File: config.mk
export PLATFORM = sky130hd
export DESIGN_NAME = obi_master_arbiter
export DESIGN_NICKNAME = d
export VERILOG_FILES = /design/src/rtl/obi_master_arbiter.sv
export SDC_FILE = /design/constraint.sdc
export NUM_CORES = 1
export LEC_CHECK = 0
export ABC_AREA = 1
export CORE_AREA = 4 4 106 108
export DETAILED_ROUTE_END_ITERATION = 12
export DIE_AREA = 0 0 110 112
export PLACE_DENSITY = 0.67
export SLEW_MARGIN = 25
export SYNTH_ARGS = -nofsm -noshare
export SYNTH_HDL_FRONTEND = slang
export SYNTH_SLANG_ARGS = --single-unit
File: constraint.sdc
create_clock -name obi_aclk -period 3.4 [get_ports obi_aclk]
set_input_delay 0.68 -clock obi_aclk [delete_from_list [all_inputs] [get_ports obi_aclk]]
set_output_delay 0.68 -clock obi_aclk [all_outputs]
set_load 0.005 [all_outputs]
File: src/rtl/obi_master_arbiter.sv
// Shares one OBI master port between NUM_REQ requesters with round-robin selection and in-order response routing.
// Define OBI_ARB_FIXED_PRIO_EN for fixed priority, where the lowest-index requester wins.
module obi_master_arbiter #(
  parameter int NUM_REQ         = 2,
  parameter int OBI_ADDR_WIDTH  = 32,
  parameter int OBI_DATA_WIDTH  = 32,
  parameter int MAX_OUTSTANDING = 4
) (
  input  logic                                obi_aclk,
  input  logic                                obi_areset,
  input  logic [NUM_REQ-1:0]                  req_req,
  output logic [NUM_REQ-1:0]                  req_gnt,
  input  logic [NUM_REQ*OBI_ADDR_WIDTH-1:0]   req_addr,
  input  logic [NUM_REQ-1:0]                  req_we,
  input  logic [NUM_REQ*OBI_DATA_WIDTH-1:0]   req_w_data,
  output logic [NUM_REQ-1:0]                  req_r_valid,
  input  logic [NUM_REQ-1:0]                  req_r_ready,
  output logic [OBI_DATA_WIDTH-1:0]           req_r_data,
  output logic                                obi_master_req,
  input  logic                                obi_master_gnt,
  output logic [OBI_ADDR_WIDTH-1:0]           obi_master_addr,
  output logic                                obi_master_we,
  output logic [OBI_DATA_WIDTH-1:0]           obi_master_w_data,
  input  logic                                obi_master_r_valid,
  output logic                                obi_master_r_ready,
  input  logic [OBI_DATA_WIDTH-1:0]           obi_master_r_data,
  output logic [$clog2(MAX_OUTSTANDING+1)-1:0] outstanding,
  output logic                                spurious_rsp,
  output logic                                dbg_state_o
);
  localparam int IDW = $clog2(NUM_REQ);
  localparam int PW  = $clog2(MAX_OUTSTANDING);
  localparam int CW  = $clog2(MAX_OUTSTANDING + 1);

  // Handshakes: a request transfers on obi_master_req && obi_master_gnt; a response transfers on
  // obi_master_r_valid && obi_master_r_ready. Selection stays locked from request until grant.
  typedef enum logic {S_IDLE = 1'b0, S_LOCKED = 1'b1} state_t;

  state_t           state_q;
  logic [IDW-1:0]   lock_id_q;
  logic [IDW-1:0]   fifo_q [MAX_OUTSTANDING];
  logic [PW-1:0]    wr_ptr_q, rd_ptr_q;
  logic [CW-1:0]    cnt_q, cnt_d;
  logic             spurious_q;

  logic [OBI_ADDR_WIDTH-1:0] addr_arr [NUM_REQ];
  logic [OBI_DATA_WIDTH-1:0] wdata_arr [NUM_REQ];

  logic [IDW-1:0] winner, cand, sel_id, head;
  logic           found, full, empty, m_req, gnt_fire, push, pop;

  for (genvar g = 0; g < NUM_REQ; g++) begin : g_slice
    assign addr_arr[g]  = req_addr[g*OBI_ADDR_WIDTH +: OBI_ADDR_WIDTH];
    assign wdata_arr[g] = req_w_data[g*OBI_DATA_WIDTH +: OBI_DATA_WIDTH];
  end

`ifdef OBI_ARB_FIXED_PRIO_EN
  always_comb begin
    winner = '0;
    found  = 1'b0;
    cand   = '0;
    for (int i = 0; i < NUM_REQ; i++) begin
      cand = IDW'(i);
      if (!found && req_req[cand]) begin
        winner = cand;
        found  = 1'b1;
      end
    end
  end
`else
  logic [IDW-1:0] rr_ptr_q;

  // Circular search for the first active requester at or after rr_ptr_q.
  always_comb begin
    winner = '0;
    found  = 1'b0;
    cand   = '0;
    for (int k = 0; k < NUM_REQ; k++) begin
      cand = IDW'((int'(rr_ptr_q) + k) % NUM_REQ);
      if (!found && req_req[cand]) begin
        winner = cand;
        found  = 1'b1;
      end
    end
  end
`endif

  assign full     = (cnt_q == CW'(MAX_OUTSTANDING));
  assign empty    = (cnt_q == '0);
  assign sel_id   = (state_q == S_LOCKED) ? lock_id_q : winner;
  // A lock is only taken while the FIFO has room, so a locked request ignores the full flag.
  assign m_req    = (state_q == S_LOCKED) ? req_req[lock_id_q] : (found && !full);
  assign gnt_fire = m_req && obi_master_gnt;
  assign push     = gnt_fire;

  assign obi_master_req    = m_req;
  assign obi_master_addr   = addr_arr[sel_id];
  assign obi_master_we     = req_we[sel_id];
  assign obi_master_w_data = wdata_arr[sel_id];
  assign req_gnt           = gnt_fire ? (NUM_REQ'(1) << sel_id) : '0;

  assign head               = fifo_q[rd_ptr_q];
  assign obi_master_r_ready = empty ? 1'b1 : req_r_ready[head];
  assign req_r_valid        = (!empty && obi_master_r_valid) ? (NUM_REQ'(1) << head) : '0;
  assign req_r_data         = obi_master_r_data;
  assign pop                = obi_master_r_valid && obi_master_r_ready && !empty;

  assign cnt_d        = cnt_q + CW'(push) - CW'(pop);
  assign outstanding  = cnt_q;
  assign spurious_rsp = spurious_q;
  assign dbg_state_o  = (state_q == S_LOCKED);

  always_ff @(posedge obi_aclk) begin
    if (obi_areset) begin
      state_q   <= S_IDLE;
      lock_id_q <= '0;
`ifndef OBI_ARB_FIXED_PRIO_EN
      rr_ptr_q  <= '0;
`endif
    end else begin
`ifndef OBI_ARB_FIXED_PRIO_EN
      if (gnt_fire) rr_ptr_q <= (sel_id == IDW'(NUM_REQ - 1)) ? '0 : sel_id + 1'b1;
`endif
      case (state_q)
        S_IDLE: begin
          if (m_req && !obi_master_gnt) begin
            lock_id_q <= winner;
            state_q   <= S_LOCKED;
          end
        end
        S_LOCKED: begin
          // Dropping the request before grant abandons the lock without a push.
          if (gnt_fire || !req_req[lock_id_q]) state_q <= S_IDLE;
        end
        default: state_q <= S_IDLE;
      endcase
    end
  end

  always_ff @(posedge obi_aclk) begin
    if (obi_areset) begin
      wr_ptr_q   <= '0;
      rd_ptr_q   <= '0;
      cnt_q      <= '0;
      spurious_q <= 1'b0;
    end else begin
      if (push) begin
        fifo_q[wr_ptr_q] <= sel_id;
        wr_ptr_q         <= wr_ptr_q + 1'b1;
      end
      if (pop) rd_ptr_q <= rd_ptr_q + 1'b1;
      cnt_q <= cnt_d;
      if (obi_master_r_valid && empty) spurious_q <= 1'b1;
    end
  end
endmodule

==> results of run 1 <==
## how the worst max path moves through the flow
| stage | start | endpoint | slack, ns | depth (start not counted) |
|---|---|---|---|---|
| 2_1_floorplan | req_req[1] | outstanding[2] | 1.32 | 13 |
| 3_3_place_gp | req_req[1] | obi_master_addr[18] | 0.23 | 9 |
| 3_5_place_dp | req_req[0] | obi_master_addr[18] | 0.22 | 10 |
| 4_1_cts | req_req[0] | obi_master_addr[18] | 0.21 | 10 |
| 5_1_grt | req_req[0] | obi_master_addr[7] | 0.07 | 10 |
| 6_report | req_req[0] | obi_master_addr[18] | 0.20 | 10 |
## critical path: stages
cell and delay (ns):
clkdlybuf4s50_1 0.44, inv_2 0.08, nor2_2 0.04, nor2_2 0.11
nand2_2 0.08, nand2_4 0.08, buf_4 0.28, nand2_1 0.14
nand2_1 0.09, clkdlybuf4s50_1 0.49
## area by class of cell
type	instances	area, µm²
Sequential cell	17	380.4
Tap cell	136	170.2
Timing Repair Buffer	220	2197
Clock inverter	1	5.005
Fill cell	1065	6200
Inverter	27	101.3
Multi-Input combinational cell	270	1136
Clock buffer	3	41.29
## report_power, final
group	total [µW]	switching (µW)	internal, µW
Sequential	281	31.8	250
Combinational	932	393	538
Clock	148	67.3	81.2
Total	1360	492	869
## cells in the final DEF, fill, tap and decap left out
master,instances
a21oi_1,6
buf_12,1
buf_4,6
clkbuf_8,3
clkdlybuf4s50_1,213
clkinv_2,1
dfxtp_1,13
edfxtp_1,4
fa_1,1
ha_1,5
inv_1,24
inv_2,3
nand2_1,215
nand2_2,2
nand2_4,2
nand3_1,8
nand4_1,2
nor2_1,20
nor2_2,2
o211ai_1,1
o21ai_0,5
xor2_1,1
## per-layer routing
layer	routed length [µm]	share of wire [%]
met5	0	0
met4	202	2.4
met3	1032	12
met2	4185	49
met1	3119	37
## stage by stage
stage / setup slack (ns) / utilization, % / total power, µW / hold slack [ns] / instances
detailed placement: 0.2156 / 38.95 / 1225 / 0.4501 / 670
global placement: 0.2300 / 38.95 / 1213 / 0.4380 / 670
finish: 0.2049 / 39.40 / 1361 / 0.4628 / 674
CTS: 0.2065 / 39.40 / 1383 / 0.4596 / 674
global route: 0.06575 / 39.40 / 1489 / 0.4805 / 674
floorplan: 1.318 / - / 694.7 / 0.4405 / 360
## cell families (layout without fill, tap and decap cells)
group / Yosys count / count (layout) / synth area share (%)
xor gates and xnor gates: 1 / 1 / 0.4465
and+or+nand+nor: 251 / 251 / 50.06
adders and majority gates: 6 / 6 / 4.209
buffers and inverters: 73 / 251 / 22.70
DFF: 17 / 17 / 19.39
AOI/OAI and AO/OA: 12 / 12 / 3.189
==> flow_metrics.env, run 1 <==
export IMPL_status="complete, no violations"
export IMPL_r2r_end="outstanding[2]"
export IMPL_cts_root_buf="clkbuf_8"
export IMPL_async_reset_ff_share_pct=0
export IMPL_via_per_inst=4.073
export IMPL_grt_use_met2_pct=23.79
export IMPL_use_met3_pct=4.580
export IMPL_synthesis_area_mm2=0.001962
export IMPL_drtIter0Drc=124
export IMPL_grt_pass1_wl_um=13230
export IMPL_yosysTopAreaCell="nand2_1"
export IMPL_antenna_found_initial=0
export IMPL_rows=37
export IMPL_ys_warn_count=0
export IMPL_worstHoldStart="spurious_rsp"
export IMPL_required_ns=2.72
export IMPL_tightest_slew_ns=0.2731
export IMPL_cts_hold_buffers=0
export IMPL_yosysMostFrequentCell="nand2_1"
export IMPL_cp_start_kind="input pin"
export IMPL_clock_skew_ns=0.002073
export IMPL_finalCritPeriodShare_pct=93.97
export IMPL_p_per_area_mw_per_mm2=337.7
export IMPL_clock_sinks=17
export IMPL_grt_pass1_vias=2853
export IMPL_die_y_um=112
export IMPL_synth_top_cell_area_share_pct=41.14
export IMPL_grt_use_met1_pct=14.22
export IMPL_synth_commonest_cells="215 x nand2_1, 33 x buf_4, 24 x inv_1"
export IMPL_whs_path_depth=2
export IMPL_ctsResizeCount=0
export IMPL_fin_area_mm2=0.004031
export IMPL_path_class="in -> out"
export IMPL_rsz0062_at_grt="false"
export IMPL_reg2regPathDepth=12
export IMPL_io_pins=278
export IMPL_hold_class="reg -> reg"
export IMPL_syn_nets=536
export IMPL_htree_levels=1
export IMPL_grt_busiest_layer="met2"
export IMPL_gp_congestion=0.8096
export IMPL_synth_area_top_cells="nand2_1 41%, dfxtp_1 13%, buf_4 13%"
export IMPL_synth_seq_cells=17
export IMPL_finalHoldViolCount=0
export IMPL_die_width_um=110
export IMPL_r2r_start="outstanding[1]"
export IMPL_vdd_ir_drop_max_uv=165.1
export IMPL_clk_pin_slew_ns=0.07
export IMPL_placed_area_mm2=0.003985
export IMPL_portBuffers=213
export IMPL_cts_setup_buffers=0
export IMPL_ctsLongestPathBuffers=2
export IMPL_cap_violations=0
export IMPL_drtPass1Iterations=4
export IMPL_clk_latency_ns=0.25
export IMPL_min_period_ns=3.195
export IMPL_grt_max_degree=38
export IMPL_synth_seq_area_share_pct=19.39
export IMPL_syn_inst=360
export IMPL_die_area_mm2=0.01232
export IMPL_drive_above_1_share_pct=3.717
export IMPL_fp_coreArea_mm2=0.01023
export IMPL_synthFlopType="dfxtp_1"
export IMPL_max_slew_margin_rel_pct=81.79
export IMPL_cts_buffers=3
export IMPL_grt_ovfl_total=0
export IMPL_initial_utilization_pct=19.18
export IMPL_setup_violations=0
export IMPL_crit_fanout=27
export IMPL_postRouteAntennaNets=0
export IMPL_drc=0
export IMPL_finalSetupTns_ns=0
export IMPL_vias=2745
export IMPL_syn_mean_instance_area_um2=5.450
export IMPL_cp_data_arrival_time_ns=2.52
export IMPL_maxClockFrequency_mhz=313.0
export IMPL_cts_tree="built"
export IMPL_area_growth_synth_to_final_pct=105.5
export IMPL_r2r_slack_ns=1.31
export IMPL_grt_usage_pct=13.20
export IMPL_wl_per_cell_um=12.67
export IMPL_routed_wl_um=8540
export IMPL_dp_hpwl_um=7300
export IMPL_hold_end="spurious_rsp"
export IMPL_synth_edf_count=4
export IMPL_diodes=0
export IMPL_cp_end_kind="output pin"
export IMPL_p_leak_uw=0.001894
export IMPL_synth_cell_types=20
export IMPL_layout_nets=715
export IMPL_drv_slew=0
Power figures use the tool's default switching activity.
==> run 2, diff against run 1 <==
--- a/config.mk
+++ b/config.mk
@@ -7,10 +7,10 @@
 export LEC_CHECK = 0
 export ABC_AREA = 1
 export CORE_AREA = 4 4 106 108
+export CTS_BUF_LIST = sky130_fd_sc_hd__clkbuf_16
 export DETAILED_ROUTE_END_ITERATION = 12
 export DIE_AREA = 0 0 110 112
 export PLACE_DENSITY = 0.67
-export SLEW_MARGIN = 25
 export SYNTH_ARGS = -nofsm -noshare
 export SYNTH_HDL_FRONTEND = slang
 export SYNTH_SLANG_ARGS = --single-unit
==> run 2 against run 1 <==
Final cell count stayed put. Cell area is 0.84% higher. Highest routed layer unchanged. Sequential cell count stayed put. Setup slack better by 0.00073 ns. Clock power is 57% higher. Critical endpoint unchanged. Critical path type unchanged. Sequential power hardly changed. Clock skew is 0.0017 ns higher. Worst hold slack worse by 0.0061 ns. First-iteration DRC count is 6.5% lower. Largest cell class unchanged. Routed wire length is 0.30% higher. Global-route usage hardly changed.
==> flow_metrics.env, run 2 (synthesized netlist as in run 1, its figures left out) <==
export IMPL_status="complete, no violations"
export IMPL_r2r_slack_ns=1.31
export IMPL_finalHoldViolCount=0
export IMPL_dp_hpwl_um=7300
export IMPL_required_ns=2.72
export IMPL_drive_above_1_share_pct=3.717
export IMPL_cts_buffers=3
export IMPL_drtIter0Drc=116
export IMPL_clock_skew_ns=0.003759
export IMPL_cts_hold_buffers=0
export IMPL_routed_wl_um=8566
export IMPL_cts_root_buf="clkbuf_16"
export IMPL_vias=2745
export IMPL_cts_tree="built"
export IMPL_cts_setup_buffers=0
export IMPL_die_y_um=112
export IMPL_maxClockFrequency_mhz=313.1
export IMPL_grt_pass1_vias=2850
export IMPL_worst_path_largest_cell_delay_ns=0.49
export IMPL_drv_slew=0
export IMPL_postRouteAntennaNets=0
export IMPL_io_pins=278
export IMPL_tightest_slew_ns=0.2726
export IMPL_setup_violations=0
export IMPL_crit_buf_inv=4
export IMPL_pre_cts_slack_ns=0.2156
export IMPL_grt_pass1_wl_um=13240
export IMPL_clk_latency_ns=0.24
export IMPL_wl_per_cell_um=12.71
export IMPL_hold_class="reg -> reg"
export IMPL_antenna_found_initial=0
export IMPL_crit_cells=10
export IMPL_crit_chain="clkdlybuf4s50_1, inv_2, nor2_2, nor2_2, nand2_2, nand2_4, buf_4, nand2_1, nand2_1, clkdlybuf4s50_1"
export IMPL_finalCritPeriodShare_pct=93.95
export IMPL_p_leak_uw=0.001909
export IMPL_reg2regPathDepth=12
export IMPL_min_period_ns=3.194
export IMPL_vdd_ir_drop_max_uv=162.0
export IMPL_finalSetupTns_ns=0
export IMPL_ctsResizeCount=0
export IMPL_cp_data_arrival_time_ns=2.51
export IMPL_initial_utilization_pct=19.18
export IMPL_critPathSlowestCell="clkdlybuf4s50_1"
export IMPL_path_class="in -> out"
export IMPL_rsz0062_at_grt="false"
export IMPL_p_per_area_mw_per_mm2=356.0
export IMPL_area_growth_synth_to_final_pct=107.2
export IMPL_drtPass1Iterations=4
export IMPL_layout_setup_ws_ns=0.2057
export IMPL_diodes=0
export IMPL_whs_path_depth=2
export IMPL_clock_sinks=17
export IMPL_path_delay_family="buffers and inverters"
export IMPL_cap_violations=0
export IMPL_drc=0
export IMPL_clk_pin_slew_ns=0.05
export IMPL_die_area_mm2=0.01232
export IMPL_rows=37
export IMPL_cp_start_kind="input pin"
export IMPL_gp_congestion=0.8096
export IMPL_portBuffers=213
export IMPL_final_cell_mix="215 x nand2_1, 213 x clkdlybuf4s50_1, 24 x inv_1"
export IMPL_final_common_cell="nand2_1"
export IMPL_max_slew_margin_rel_pct=81.83
export IMPL_layout_nets=715
export IMPL_cp_end_kind="output pin"
export IMPL_crit_fanout=27
export IMPL_die_width_um=110
export IMPL_htree_levels=1
export IMPL_ctsLongestPathBuffers=2
export IMPL_grt_usage_pct=13.19
export IMPL_via_per_inst=4.073
export IMPL_grt_ovfl_total=0
export IMPL_grt_max_degree=38
export IMPL_fp_coreArea_mm2=0.01023
## run 2: report_power, final
part,switching (µW),internal (µW)
Sequential,31.8,250
Clock,74.4,157
Combinational,395,539
## run 2: final timing paths
path / startpoint / end
setup reg to reg: outstanding[1] / outstanding[2]
setup / recovery: req_req[0] / obi_master_addr[18]
hold reg to reg: spurious_rsp / spurious_rsp
hold / removal: spurious_rsp / spurious_rsp
## run 2: per-stage QoR
| stage | power (µW) | area (µm²) | std cells | hold slack (ns) | util, % |
|---|---|---|---|---|---|
| global placement | 1213 | 3985 | 670 | 0.4380 | 38.95 |
| global route | 1576 | 4065 | 674 | 0.4779 | 39.73 |
| detailed placement | 1225 | 3985 | 670 | 0.4501 | 38.95 |
| floorplan | 694.7 | 1962 | 360 | 0.4405 | - |
| finish | 1447 | 4065 | 674 | 0.4567 | 39.73 |
| CTS | 1470 | 4065 | 674 | 0.4574 | 39.73 |
## run 2: worst reg2reg max path: cells and delay by family (launching register included)
kind	cells	cell delay, ns
DFF	1	0.38
and+or+nand+nor	6	0.68
buffers and inverters	2	0.18
adders and majority gates	2	0.57
AOI/OAI and AO/OA	2	0.22
## run 2: metal layers
metal / track usage, % / vias to the layer above / wire, µm
met5: 0 / - / 0
met4: 3.741 / 0 / 187
met3: 4.580 / 22 / 1029
met2: 23.79 / 151 / 4208
met1: 14.29 / 1177 / 3140
li1: - / 1395 / -
## run 2: layout make-up
| class | count | area, µm² |
|---|---|---|
| Fill cell | 1064 | 6166 |
| Timing Repair Buffer | 220 | 2197 |
| Multi-Input combinational cell | 270 | 1136 |
| Sequential cell | 17 | 380.4 |
| Tap cell | 136 | 170.2 |
| Inverter | 27 | 101.3 |
| Clock buffer | 3 | 75.07 |
| Clock inverter | 1 | 5.005 |
==> run 3, diff against run 2 <==
--- a/config.mk
+++ b/config.mk
@@ -11,6 +11,7 @@
 export DETAILED_ROUTE_END_ITERATION = 12
 export DIE_AREA = 0 0 110 112
 export PLACE_DENSITY = 0.67
+export RECOVER_POWER = 50
 export SYNTH_ARGS = -nofsm -noshare
 export SYNTH_HDL_FRONTEND = slang
 export SYNTH_SLANG_ARGS = --single-unit
==> run 3 against run 2 <==
First-iteration DRC count increased by 0.86%. Count of clock-buffer cells in the layout unchanged. Die area unchanged. Global-route usage unchanged. Utilization decreased by 0.12 points. Sequential power about the same. Register-to-register slack got worse by 0.20 ns. Total power decreased by 1.7%. Critical path depth increased by 1. Final cell count unchanged. Critical endpoint is now obi_master_addr[26]. Highest routed layer unchanged.
==> flow_metrics.env, run 3 (synthesized netlist as in run 1, its figures left out) <==
export IMPL_status="complete, no violations"
export IMPL_cp_end_kind="output pin"
export IMPL_cts_hold_buffers=0
export IMPL_min_period_ns=3.213
export IMPL_pre_cts_slack_ns=0.2156
export IMPL_dp_hpwl_um=7300
export IMPL_drc=0
export IMPL_finalSetupTns_ns=0
export IMPL_drv_slew=0
export IMPL_drtIter0Drc=117
export IMPL_clock_skew_ns=0.003530
export IMPL_cts_tree="built"
export IMPL_crit_fanout=37
export IMPL_r2r_slack_ns=1.11
export IMPL_drtPass1Iterations=4
export IMPL_maxClockFrequency_mhz=311.3
export IMPL_die_y_um=112
export IMPL_finalHoldViolCount=0
export IMPL_ctsLongestPathBuffers=2
export IMPL_p_per_area_mw_per_mm2=350.9
export IMPL_hold_end="spurious_rsp"
export IMPL_cts_root_buf="clkbuf_16"
export IMPL_routed_wl_um=8558
export IMPL_postRouteAntennaNets=0
export IMPL_diodes=0
export IMPL_final_common_cell="nand2_1"
export IMPL_p_leak_uw=0.001929
export IMPL_max_slew_margin_rel_pct=79.81
export IMPL_grt_max_degree=38
export IMPL_cap_violations=0
export IMPL_ctsResizeCount=0
export IMPL_initial_utilization_pct=19.18
export IMPL_io_pins=278
export IMPL_layout_nets=715
export IMPL_fp_coreArea_mm2=0.01023
export IMPL_gp_congestion=0.8096
export IMPL_grt_usage_pct=13.19
export IMPL_wl_per_cell_um=12.70
export IMPL_r2r_start="outstanding[1]"
export IMPL_grt_pass1_vias=2850
export IMPL_grt_pass1_wl_um=13240
export IMPL_vdd_ir_drop_max_uv=161.0
export IMPL_whs_path_depth=2
export IMPL_drive_above_1_share_pct=2.788
export IMPL_setup_violations=0
export IMPL_cts_buffers=3
export IMPL_required_ns=2.72
export IMPL_vias=2723
export IMPL_cp_start_kind="input pin"
export IMPL_cp_data_arrival_time_ns=2.53
export IMPL_die_area_mm2=0.01232
export IMPL_tightest_slew_ns=0.3022
export IMPL_rsz0062_at_grt="false"
export IMPL_grt_ovfl_total=0
export IMPL_die_width_um=110
export IMPL_path_class="in -> out"
export IMPL_final_cell_mix="218 x nand2_1, 201 x clkdlybuf4s50_1, 26 x inv_1"
export IMPL_area_growth_synth_to_final_pct=106.6
export IMPL_finalCritPeriodShare_pct=94.50
export IMPL_htree_levels=1
export IMPL_hold_class="reg -> reg"
export IMPL_clk_latency_ns=0.24
export IMPL_layout_setup_ws_ns=0.1872
export IMPL_clock_sinks=17
export IMPL_clk_pin_slew_ns=0.05
export IMPL_worstHoldStart="spurious_rsp"
export IMPL_cts_setup_buffers=0
export IMPL_reg2regPathDepth=13
export IMPL_portBuffers=213
export IMPL_via_per_inst=4.040
export IMPL_rows=37
export IMPL_r2r_end="outstanding[2]"
export IMPL_antenna_found_initial=0
-- run 3: power by group --
group	internal, µW	switching [µW]	leakage, µW
combinational	521	389	0.00174
clock	157	74.5	0.0000409
sequential	250	30.7	0.000144
-- run 3: routing by layer --
layer  track usage, %  part of all wire [%]  vias to the layer above
met5                0                     0                        -
met4            3.741                   2.2                        0
met3            4.580                    12                       22
met2            23.79                    49                      144
met1            14.29                    37                     1164
li1                 -                     -                     1393
-- run 3: worst max-delay path, stage by stage --
cell	delay, ns
clkdlybuf4s50_1	0.48
inv_1	0.06
nor2_2	0.09
nor2_2	0.05
nand2_1	0.09
nand2_4	0.07
inv_2	0.10
buf_12	0.20
nand2_1	0.07
nand2_1	0.09
clkdlybuf4s50_1	0.52
-- run 3: worst max path at each step --
stage / start / to / depth (start not counted) / slack, ns
2_1_floorplan: req_req[1] / outstanding[2] / 13 / 1.32
3_3_place_gp: req_req[1] / obi_master_addr[18] / 9 / 0.23
3_5_place_dp: req_req[0] / obi_master_addr[18] / 10 / 0.22
4_1_cts: req_req[0] / obi_master_addr[18] / 10 / 0.21
5_1_grt: req_req[0] / obi_master_addr[7] / 10 / 0.04
6_report: req_req[0] / obi_master_addr[26] / 11 / 0.19
-- run 3: stage by stage --
stage               total power, µW  area [µm²]  hold slack [ns]  cells  util [%]
global route                   1552        4053           0.4750    674     39.61
floorplan                     694.7        1962           0.4405    360         -
global placement               1213        3985           0.4380    670     38.95
CTS                            1470        4065           0.4574    674     39.73
finish                         1422        4053           0.4545    674     39.61
detailed placement             1225        3985           0.4501    670     38.95
-- run 3: cell type report --
type / count / area (µm²)
Fill cell: 1068 / 6178
Timing Repair Buffer: 220 / 2197
Multi-Input combinational cell: 270 / 1124
Sequential cell: 17 / 380.4
Tap cell: 136 / 170.2
Inverter: 27 / 101.3
Clock buffer: 3 / 75.07
Clock inverter: 1 / 5.005
